### src/rtl/regfile_wb_arbiter.sv
// Arbitrates the scalar register file write port: scalar writeback always wins, vector results
// wait in a small FIFO and drain on idle cycles. Define WB_ARB_STATS_EN for statistics counters.
`ifndef REGFILE_BITS
`define REGFILE_BITS 5
`endif
`ifndef WORD_WIDTH
`define WORD_WIDTH 32
`endif

module regfile_wb_arbiter #(
  parameter int unsigned VQ_DEPTH     = 4,
  parameter int unsigned STARVE_LIMIT = 8
) (
  input  logic                     clk,
  input  logic                     nrst,
  input  logic                     s_wr_en,
  input  logic [`REGFILE_BITS-1:0] s_dest,
  input  logic [`WORD_WIDTH-1:0]   s_data,
  input  logic                     v_valid,
  output logic                     v_ready,
  input  logic [`REGFILE_BITS-1:0] v_dest,
  input  logic [`WORD_WIDTH-1:0]   v_data,
  output logic                     wr_en,
  output logic [`REGFILE_BITS-1:0] dest_addr,
  output logic [`WORD_WIDTH-1:0]   wr_data,
  input  logic [`REGFILE_BITS-1:0] src1_addr,
  input  logic [`REGFILE_BITS-1:0] src2_addr,
  output logic                     pend_hit1,
  output logic                     pend_hit2,
  output logic                     stall_req
`ifdef WB_ARB_STATS_EN
  ,
  output logic [31:0]              stat_stall_cycles,
  output logic [15:0]              stat_kills
`endif
);

  localparam int unsigned PtrW  = $clog2(VQ_DEPTH);
  localparam int unsigned CntW  = PtrW + 1;
  localparam int unsigned WaitW = $clog2(STARVE_LIMIT + 1);
  localparam logic [CntW-1:0]  CntFull  = CntW'(VQ_DEPTH);
  localparam logic [WaitW-1:0] WaitLast = WaitW'(STARVE_LIMIT - 1);

  typedef enum logic [0:0] {StIdle, StForce} state_e;

  state_e                   state_q, state_d;
  logic [WaitW-1:0]         wait_q, wait_d;
  logic [PtrW-1:0]          rd_ptr_q, wr_ptr_q;
  logic [CntW-1:0]          count_q;
  logic [VQ_DEPTH-1:0]      vld_q, vld_d;
  logic [`REGFILE_BITS-1:0] dst_q [VQ_DEPTH];
  logic [`WORD_WIDTH-1:0]   dat_q [VQ_DEPTH];

  logic                empty, full, head_vld, head_kill, pop, push, s_kill_en;
  logic [VQ_DEPTH-1:0] kill_vec, hit1_vec, hit2_vec;

  assign empty     = (count_q == '0);
  assign full      = (count_q == CntFull);
  // Slots outside the live window always hold vld=0, so no extra empty qualifier is needed.
  assign head_vld  = vld_q[rd_ptr_q];
  assign pop       = !empty && (!head_vld || !s_wr_en);
  assign push      = v_valid && !full && (v_dest != '0);
  assign s_kill_en = s_wr_en && (s_dest != '0);
  assign head_kill = kill_vec[rd_ptr_q];

  for (genvar g = 0; g < VQ_DEPTH; g++) begin : g_ent
    assign kill_vec[g] = s_kill_en && vld_q[g] && (dst_q[g] == s_dest);
    assign hit1_vec[g] = vld_q[g] && (dst_q[g] == src1_addr);
    assign hit2_vec[g] = vld_q[g] && (dst_q[g] == src2_addr);
  end

  always_comb begin
    vld_d = vld_q & ~kill_vec;
    if (pop) vld_d[rd_ptr_q] = 1'b0;
    // The tail slot is never live while push is allowed, so a same-cycle kill cannot hit it.
    if (push) vld_d[wr_ptr_q] = 1'b1;
  end

  always_comb begin
    state_d = state_q;
    wait_d  = wait_q;
    if (pop || empty) begin
      wait_d = '0;
    end else if (wait_q != WaitLast) begin
      wait_d = wait_q + WaitW'(1);
    end
    unique case (state_q)
      StIdle: begin
        if (head_vld && !pop && !head_kill && (wait_q == WaitLast)) state_d = StForce;
      end
      StForce: begin
        if (pop || head_kill || empty) state_d = StIdle;
      end
      default: state_d = StIdle;
    endcase
  end

  always_ff @(posedge clk) begin
    if (!nrst) begin
      state_q  <= StIdle;
      wait_q   <= '0;
      rd_ptr_q <= '0;
      wr_ptr_q <= '0;
      count_q  <= '0;
      vld_q    <= '0;
    end else begin
      state_q <= state_d;
      wait_q  <= wait_d;
      vld_q   <= vld_d;
      count_q <= count_q + CntW'(push) - CntW'(pop);
      if (pop) rd_ptr_q <= rd_ptr_q + PtrW'(1);
      if (push) wr_ptr_q <= wr_ptr_q + PtrW'(1);
    end
  end

  always_ff @(posedge clk) begin
    if (push) begin
      dst_q[wr_ptr_q] <= v_dest;
      dat_q[wr_ptr_q] <= v_data;
    end
  end

  always_comb begin
    wr_en     = 1'b0;
    dest_addr = '0;
    wr_data   = '0;
    if (nrst) begin
      if (s_wr_en) begin
        wr_en     = (s_dest != '0);
        dest_addr = s_dest;
        wr_data   = s_data;
      end else if (head_vld) begin
        wr_en     = 1'b1;
        dest_addr = dst_q[rd_ptr_q];
        wr_data   = dat_q[rd_ptr_q];
      end
    end
  end

  assign v_ready   = nrst && !full;
  assign pend_hit1 = nrst && (src1_addr != '0) && (|hit1_vec);
  assign pend_hit2 = nrst && (src2_addr != '0) && (|hit2_vec);
  assign stall_req = nrst && (state_q == StForce);

`ifdef WB_ARB_STATS_EN
  logic [31:0] stall_cnt_q;
  logic [15:0] kill_cnt_q;
  logic [16:0] kill_sum;

  assign kill_sum = {1'b0, kill_cnt_q} + 17'($countones(kill_vec));

  always_ff @(posedge clk) begin
    if (!nrst) begin
      stall_cnt_q <= '0;
      kill_cnt_q  <= '0;
    end else begin
      if (stall_req && (stall_cnt_q != '1)) stall_cnt_q <= stall_cnt_q + 32'd1;
      kill_cnt_q <= kill_sum[16] ? '1 : kill_sum[15:0];
    end
  end

  assign stat_stall_cycles = nrst ? stall_cnt_q : '0;
  assign stat_kills        = nrst ? kill_cnt_q : '0;
`endif

endmodule

### config.mk
export PLATFORM = sky130hd
export DESIGN_NAME = regfile_wb_arbiter
export DESIGN_NICKNAME = d
export VERILOG_FILES = /design/src/rtl/regfile_wb_arbiter.sv
export SDC_FILE = /design/constraint.sdc
export NUM_CORES = 1
export LEC_CHECK = 0
export ABC_AREA = 1
export CORE_MARGIN = 5
export CORE_UTILIZATION = 58
export CTS_CLUSTER_DIAMETER = 120
export DETAILED_ROUTE_END_ITERATION = 10
export HOLD_SLACK_MARGIN = 0.1
export PLACE_DENSITY = 0.86
export SYNTH_ARGS = -nofsm -noshare
export SYNTH_HDL_FRONTEND = slang
export SYNTH_SLANG_ARGS = --single-unit
### constraint.sdc
create_clock -name clk -period 4.3 [get_ports clk]
set_clock_uncertainty 0.1 [all_clocks]
set_input_delay 0.645 -clock clk [delete_from_list [all_inputs] [get_ports clk]]
set_output_delay 0.645 -clock clk [all_outputs]
set_load 0.005 [all_outputs]
* Yosys cells after proc, flatten, opt, wreduce, memory -nomap -nowiden
Memories as Yosys holds them, arrays and structs flattened. A register that Yosys moved wholly into a read port is not among the register bits.
Index checks and enable logic that the tools add are counted.
** Word-level totals
- Register bits after elaboration :: 16
- Latch bits :: 0
- Memory bits (writable) :: 148
- Bits in read-only memories :: 0
- Input port bits :: 88
- Output and inout port bits :: 42
- Logic and storage cells :: 116
- Memories :: 2
** Cells by class
- $add $sub $neg :: 5
- Multipliers :: 0
- Div/mod/pow operators :: 0
- $lt $le $gt $ge :: 4
- Equality and inequality tests :: 15
- Shift operators :: 0
- Multiplexer cells :: 28
- Bitwise gates (word level) :: 7
- Reduce and logical (&&, ||, !) cells :: 49
** Memories
- dat_q :: depth 4, bits a word 32, rd ports 1, clocked after memory_dff 1, write ports 1, RTL line 52 : logic [`WORD_WIDTH-1:0] dat_q [VQ_DEPTH];
- dst_q :: depth 4, bits a word 5, rd ports 5, clocked after memory_dff 1, write ports 1, RTL line 51 : logic [`REGFILE_BITS-1:0] dst_q [VQ_DEPTH];
** Operators by type and width (count)
- 32-bit two-way mux :: 3
- 5-bit equality test :: 12
- 1-bit logical AND :: 31
- 5-bit nonzero test :: 4
- 5-bit two-way mux :: 3
- 1-bit two-way mux :: 11
- 4-bit AND :: 2
- 2-bit two-way mux :: 4
- 4-bit two-way mux :: 2
- 4-bit inverter :: 2
- 4-bit OR reduction :: 2
- 1-bit logical NOT :: 6
- 2-bit by 3-bit < comparator with 1-bit output, second input constant :: 2
- 2-bit by 1-bit adder with 2-bit output, second input constant :: 2
- 4-bit by 1-bit adder with 4-bit output, second input constant :: 1
- 1-bit binary-select mux with 2-bit select :: 2
- 1-bit demux with 2-bit select :: 2
- 4-bit by 3-bit equality test with 1-bit output, second input constant :: 1
- 2-bit by 1-bit >= comparator with 1-bit output, second input constant :: 2
- 1-bit logical OR :: 4
- 4-bit by 3-bit != test with 1-bit output, second input constant :: 1
- 4-bit bitwise OR :: 1
- 3-bit by 1-bit adder with 3-bit output :: 1
- 3-bit equality test, second input constant :: 1
- 5 further kinds :: 6

* Logic depth before layout (Yosys ltp)
Gate-level depths: netlist (run 1).
- Depth after elaboration :: 11
- Depth in mapped cells :: 15
- Gate-level depth less buffers :: 15

* Least setup slack after synthesis (run 1)
OpenSTA, ideal clock, no wires.
- Kind :: input port to flip-flop
- From :: in v_dest[1]
- To :: reg count_q[2]
- Library setup time :: 0.119 ns
- Arrival time :: 2.114 ns
- Required time :: 4.081 ns
- Setup slack :: 1.967 ns
- Stages on the path :: 12
- Buffers on the path :: 0
- Cells stage by stage :: nor3_1 nand2_1 nand2_1 nor2_1 inv_1 ha_1 inv_1 ha_1 inv_1 fa_1 o21ai_0 a21oi_1
** On the way
- Word-level cells in the longest chain between the ends :: 4
** RTL lines
- from (decl) :: RTL line 21 : input logic [`REGFILE_BITS-1:0] v_dest,
- 5-bit nonzero test :: RTL line 62 : assign push = v_valid && !full && (v_dest != '0);
- 1-bit logical AND :: RTL line 62
- 3-bit by 1-bit adder with 3-bit output :: RTL line 110 : count_q <= count_q + CntW'(push) - CntW'(pop);
- 3-bit by 1-bit subtractor with 3-bit output :: RTL line 110
- to (signal assigned) :: RTL line 110
- to (decl) :: RTL line 49 : logic [CntW-1:0] count_q;
Every way passes these cells.
A chain may end at the register's enable or synchronous reset.

* Worst setup path in the final report (run 1)
- From :: in nrst
- To :: out wr_data[10]
** On the way
- Word-level cells in the longest chain between the ends :: 1
** RTL lines
- from (decl) :: RTL line 15 : input logic nrst,
- 32-bit two-way mux :: RTL line 127 : if (nrst) begin
- to (decl) :: RTL line 25 : output logic [`WORD_WIDTH-1:0] wr_data,
Every way passes these cells.

==> out/qor.txt, run 1 <==
outcome: complete, no violations
Comb power frac: 30.1%
clock network fraction of total power: 28.3%
vias per cell: 5.92
met2 usage: 45.1%
Horiz. Die Dim: 127 um
final period utilization: 85.2%
Post-synth EDFFs: 148
Max IR drop VDD: 0.000379 V
number of CTS-inserted buffers: 17
diode count: 0
Post-Syn Instances: 814
RR Startpoint: rd_ptr_q[0]
final setup fails: 0
critical path type: input pin to primary output
total gr overflow: 0
via count: 6657
CTS tree: done
internal power contribution: 3.31 mW
crit end category: primary output
R2R Setup Slk: 1840 ps
crit path cell chain: clkdlybuf4s50_1 -> buf_4 -> clkinv_1 -> buf_4 -> a21oi_1 -> clkdlybuf4s50_1
fill cell count: 874
Clock Sinks: 166
Nets: 1035
Core ar.: 0.0133 sq mm
grt peak-use layer: met2
WP buf/inv: 5
antenna viol nets, final: 0
Pleak: 3.69 nW
Crit Path Max Fanout: 30
Sw Ratio: 33.8%
Synthesized Nets: 914
commonest non-fill, non-tap cell in the layout: nand2_1
Root Buffer Master: clkbuf_16
final hold violation count: 0
Max Freq: 0.273 GHz
Seq/Total Area, Yosys: 60.8%
worst min path class: flip-flop to flip-flop
Area Growth Syn to Fin: 25.4%
H-tree levels: 4
num rows: 42
most frequent cells in the layout: nand2_1, edfxtp_1, clkdlybuf4s50_1
FF+latch count, synth: 166
Setup crit start: nrst
DRC violations left: 0
met3 usage: 8.03%
Synth Area per Inst: 9.71 sq um
vias in the first global route: 6730
register area: 0.00481 sq mm
met1 global-route usage: 32.0%
PortBufs: 129
Slew headroom: 46.3%
CTS Hold Buffers Added: 0
Clock transition at path regs: 60 ps
initial antenna violation count: 0
min Tclk post-route: 3660 ps
gpl congestion: 1.02
slowest CP cell: clkdlybuf4s50_1
CP startpoint kind: input pin
ys flop type: edfxtp_1
post-synthesis async set-or-reset flop share: 0%
WL final: 21500 um
Die ar.: 0.0161 sq mm
WL per Instance: 19.1 um
Final TNS setup: 0 ps
Seq pwr share: 41.6%
Slew @ Worst Pin: 806 ps
synthesis warning total: 0
drt initial violations: 717
RSZ-0062 raised after global routing: no
Pwr Total: 5.00 mW
PwrDens: 504 mW/mm^2
Worst EP required: 3560 ps
post-CTS resize count: 0
Multi-input gate area: 0.00267 sq mm
number of I/O pins: 130
fin. max-slew vios: 0
synthesized area: 0.00791 sq mm
CP max stage delay: 580 ps
Clock Latency Late Sink: 430 ps
layout cells sized above 1: 5.91%
Post-CTS Setup Inserts: 0
WHS: 379 ps
Worst Path Arrival: 2920 ps
first-pass GRT wire length: 33600 um
die height: 127 um
delay-heaviest family, CP: buffers and inverters
HPWL after DPL: 14000 um
Max Cap Viol: 0
clock tree buffer depth: 2
DR pass1 iterations: 7
largest net degree at the start of global routing: 78
net switching power: 1.69 mW
Hold Crit Start: wait_q[3]
Yosys cell types: 32
initial core utilization: 59.5%
Global Route Usage Sum: 26.9%
utilization after layout: 74.6%
[sequential cells by signal, indices dropped and copies added, names as in the netlist, named ones only]
register	count
count_q	3
dat_q	128
dst_q	20
rd_ptr_q	2
state_q	1
vld_q	4
wait_q	4
wr_ptr_q	2
[power by group through the flow]
| stage | clock [mW] | combinational [mW] | sequential, mW |
|---|---|---|---|
| after floorplan | 0 | 1.01 | 2.05 |
| after global placement | 0 | 1.42 | 2.10 |
| after detailed placement | 0 | 1.47 | 2.11 |
| after CTS | 1.43 | 1.49 | 2.08 |
| after global routing | 1.50 | 1.66 | 2.09 |
| final | 1.41 | 1.51 | 2.08 |
[stage by stage]
step | area, sq um | setup WS [ps] | std cells
finish | 9910 | 637 | 1124
global route | 9910 | 567 | 1124
CTS | 9910 | 674 | 1124
detailed placement | 9360 | 673 | 1092
global placement | 9360 | 800 | 1092
floorplan | 7910 | 1970 | 814
[layer usage]
layer / vias to the layer above / part of all wire (%)
li1: 3092 / -
met1: 3136 / 38
met2: 359 / 49
met3: 70 / 9.5
met4: 0 / 3.9
met5: - / 0
[synthesized netlist by cell type (2+ instances only)]
cell type | n | area, sq um
nand2_2 | 2 | 12.5
nand4_1 | 4 | 25.0
a32oi_1 | 32 | 280
clkbuf_1 | 16 | 60.1
nand2_1 | 254 | 953
a21oi_1 | 99 | 495
o21ai_0 | 30 | 150
nand3_1 | 21 | 105
o221ai_1 | 4 | 35.0
nor3_1 | 8 | 40.0
buf_4 | 3 | 22.5
nor2_1 | 48 | 180
xor2_1 | 4 | 35.0
buf_1 | 2 | 7.51
o22ai_1 | 20 | 125
edfxtp_1 | 148 | 4440
dfxtp_1 | 18 | 360
buf_2 | 16 | 80.1
inv_1 | 55 | 206
buf_6 | 3 | 33.8
inv_2 | 4 | 15.0
ha_1 | 11 | 138
a21boi_0 | 3 | 22.5
[logic make-up (layout without fill, tap and decap cells)]
kind of cell               after synthesis  after routing  share of synthesized area (%)
AOI/OAI and AO/OA                      190            190                           14.2
xor gates and xnor gates                 5              5                          0.554
adders and majority gates               12             12                           1.99
buffers and inverters                  100            234                           5.43
DFF                                    166            166                           60.8
and+or+nand+nor                        341            341                           17.1
[worst paths after layout]
path / end / cells past startpoint
worst min-delay path: wait_q[2] / 1
worst min register to register: wait_q[2] / 1
worst max-delay path: wr_data[10] / 6
worst max register to register: count_q[2] / 15
[area by class of cell]
cell class	instances	share of cell area [%]
clock buffers	17	4.29
multi-input cells	548	27.0
inverters	60	2.27
repair buffers	142	14.5
flip-flops and latches	166	48.5
clock inverters	15	1.30
well taps	176	2.22
(Power assumes the default switching activity.)
==> inputs of run 2 (changes only) <==
--- a/config.mk
+++ b/config.mk
@@ -7,11 +7,11 @@
 export LEC_CHECK = 0
 export ABC_AREA = 1
 export CORE_MARGIN = 5
-export CORE_UTILIZATION = 58
+export CORE_UTILIZATION = 54
 export CTS_CLUSTER_DIAMETER = 120
 export DETAILED_ROUTE_END_ITERATION = 10
 export HOLD_SLACK_MARGIN = 0.1
-export PLACE_DENSITY = 0.86
+export PLACE_DENSITY = 0.81
 export SYNTH_ARGS = -nofsm -noshare
 export SYNTH_HDL_FRONTEND = slang
 export SYNTH_SLANG_ARGS = --single-unit
==> constraint.sdc (replaced) <==
create_clock -name clk -period 3.7 [get_ports clk]
set_clock_uncertainty 0.1 [all_clocks]
set_input_delay 0.555 -clock clk [delete_from_list [all_inputs] [get_ports clk]]
set_output_delay 0.555 -clock clk [all_outputs]
set_load 0.005 [all_outputs]
==> out/qor.txt, run 2 (synthesis results as in run 1) <==
outcome: complete, no violations
biggest regs: dat_q (128), dst_q (20)
Die ar.: 0.0172 sq mm (+6.8%)
post-CTS resize count: 0 (unchanged)
crit end category: primary output
vias per cell: 5.76 (-2.7%)
WP depth: 9 (+3)
crit path cell chain: inv_2 -> nand2_1 -> nand3_1 -> nand2_2 -> nor2_4 -> buf_4 -> nand2_1 -> a21oi_1 -> clkdlybuf4s50_1
Nets: 1039 (+0.39%)
Setup WS post-layout: 280 ps (-358 ps)
largest net degree at the start of global routing: 43 (-45%)
Global Route Usage Sum: 24.7% (-2.2 points)
net switching power: 1.91 mW (+13%)
met3 usage: 6.18% (-1.8 points)
RR Startpoint: rd_ptr_q[0]
min Tclk post-route: 3420 ps
Final TNS setup: 0 ps (unchanged)
CTS Hold Buffers Added: 0 (unchanged)
DR pass1 iterations: 6 (-1)
CP max stage delay: 560 ps (-20 ps)
num rows: 44 (+4.8%)
met2 usage: 40.3% (-4.8 points)
via count: 6540 (-1.8%)
WP buf/inv: 3 (-2)
Worst EP required: 3040 ps (-520 ps)
Root Buffer Master: clkbuf_16
die height: 131 um (+3.3%)
Seq pwr share: 41.8% (+0.2 points)
layout cells sized above 1: 6.10% (+0.19 points)
grt peak-use layer: met2
slowest CP cell: clkdlybuf4s50_1
Max Cap Viol: 0 (unchanged)
Max IR drop VDD: 0.000325 V (-14%)
initial antenna violation count: 0 (unchanged)
R2R depth: 15 (unchanged)
Area Growth Syn to Fin: 25.4% (about the same)
Post-CTS Setup Inserts: 0 (unchanged)
Post-Place Setup Slack: 516 ps (-158 ps)
Comb power frac: 29.2% (-0.9 points)
Core ar.: 0.0144 sq mm (+8.5%)
CTS tree: done
delay-heaviest family, CP: buffers and inverters
gpl congestion: 0.986 (-3.3%)
most frequent CP cell: nand2_1
Setup crit start: rd_ptr_q[0]
PwrDens: 584 mW/mm^2 (+16%)
final setup fails: 0 (unchanged)
Worst Path Arrival: 2770 ps (-150 ps)
WL per Instance: 18.3 um (-4.3%)
vias in the first global route: 6493 (-3.5%)
Largest register FFs: 128 (unchanged)
register with the most flip-flops: dat_q
Clock Sinks: 166 (unchanged)
commonest non-fill, non-tap cell in the layout: nand2_1
Max Freq: 0.292 GHz
worst min path class: flip-flop to flip-flop
most frequent cells in the layout: nand2_1, edfxtp_1, clkdlybuf4s50_1
critical path type: flip-flop to primary output
internal power contribution: 3.89 mW (+18%)
initial core utilization: 54.8% (-4.7 points)
antenna viol nets, final: 0 (unchanged)
R2R Setup Slk: 1140 ps (-700 ps)
total gr overflow: 0 (unchanged)
Sw Ratio: 32.9% (-0.87 points)
Clock Latency Late Sink: 420 ps (about the same)
final period utilization: 92.4%
Slew headroom: 53.1% (+6.8 points)
number of CTS-inserted buffers: 17 (unchanged)
WL final: 20700 um (-3.4%)
DRC violations left: 0 (unchanged)
Slew @ Worst Pin: 704 ps (-102 ps)
RSZ-0062 raised after global routing: no
H-tree levels: 4 (unchanged)
met1 global-route usage: 29.9% (-2.1 points)
Crit Path Max Fanout: 19 (-37%)
fin. max-slew vios: 0 (unchanged)
PortBufs: 129 (unchanged)
Clock transition at path regs: 60 ps (about the same)
number of I/O pins: 130 (unchanged)
fill cell count: 1065 (+22%)
clock tree buffer depth: 2 (unchanged)
drt initial violations: 598 (-17%)
final hold violation count: 0 (unchanged)
CP startpoint kind: flip-flop
HPWL after DPL: 13700 um (-1.9%)
first-pass GRT wire length: 32300 um (-3.8%)
Horiz. Die Dim: 131 um (+3.3%)
clock network fraction of total power: 29.0% (+0.7 points)
RR Endpoint: count_q[2]
worst setup path endpoint: wr_data[5]
diode count: 0 (unchanged)
Pleak: 3.67 nW (-0.39%)
[run 2: changes by cell type in the layout (fill, tap and decap cells not counted), sizes merged]
cell	before	now
buf	14	18
bufinv	1	2
clkbuf	17	19
clkinv	8	11
clkinvlp	4	2
inv	62	57
[run 2: cell type report]
class                      instances  area [sq um]  area share [%]
timing repair buffer             146          1410            14.3
clock inverter                    12           129            1.30
sequential                       166          4810            48.5
tap                              184           230            2.32
inverter                          60           225            2.27
clock buffer                      19           433            4.37
multi-input combinational        548          2680            27.0
[run 2: per-layer routing]
layer | share of wire [%] | wire [um]
met2 | 49 | 10200
met5 | 0 | 0
met4 | 3.7 | 766
met3 | 8.8 | 1830
met1 | 38 | 7960
[run 2: worst min path at each step]
stage / startpoint / slack, ps / cells after the start / end
floorplan: wait_q[3] / 350 / 1 / wait_q[2]
global placement: wait_q[3] / 360 / 1 / wait_q[2]
detailed placement: wait_q[3] / 380 / 1 / wait_q[2]
CTS: wait_q[3] / 380 / 1 / wait_q[2]
global route: wait_q[1] / 400 / 2 / wait_q[1]
finish: wait_q[3] / 390 / 1 / wait_q[2]
[run 2: power by group through the flow]
stage	Sequential (mW)	Combinational, mW	Clock [mW]
final	2.42	1.69	1.68
after global routing	2.44	1.91	1.78
after CTS	2.42	1.69	1.70
after detailed placement	2.46	1.67	0
after global placement	2.45	1.62	0
after floorplan	2.38	1.17	0
[run 2: stage by stage]
stage | power, mW | util (%) | hold WS [ps] | cell area, sq um | instances
CTS | 5.82 | 68.7 | 382 | 9920 | 1135
detailed placement | 4.13 | 64.9 | 379 | 9350 | 1104
floorplan | 3.55 | - | 349 | 7910 | 814
finish | 5.80 | 68.7 | 388 | 9920 | 1135
global route | 6.13 | 68.7 | 402 | 9920 | 1135
global placement | 4.07 | 64.9 | 364 | 9350 | 1104
==> inputs of run 3 (changes only) <==
--- a/config.mk
+++ b/config.mk
@@ -9,6 +9,7 @@
 export CORE_MARGIN = 5
 export CORE_UTILIZATION = 54
 export CTS_CLUSTER_DIAMETER = 120
+export CTS_CLUSTER_SIZE = 40
 export DETAILED_ROUTE_END_ITERATION = 10
 export HOLD_SLACK_MARGIN = 0.1
 export PLACE_DENSITY = 0.81
==> results of run 3 <==
Same layout as run 2: the final DEF is identical, and so are final timing and power.
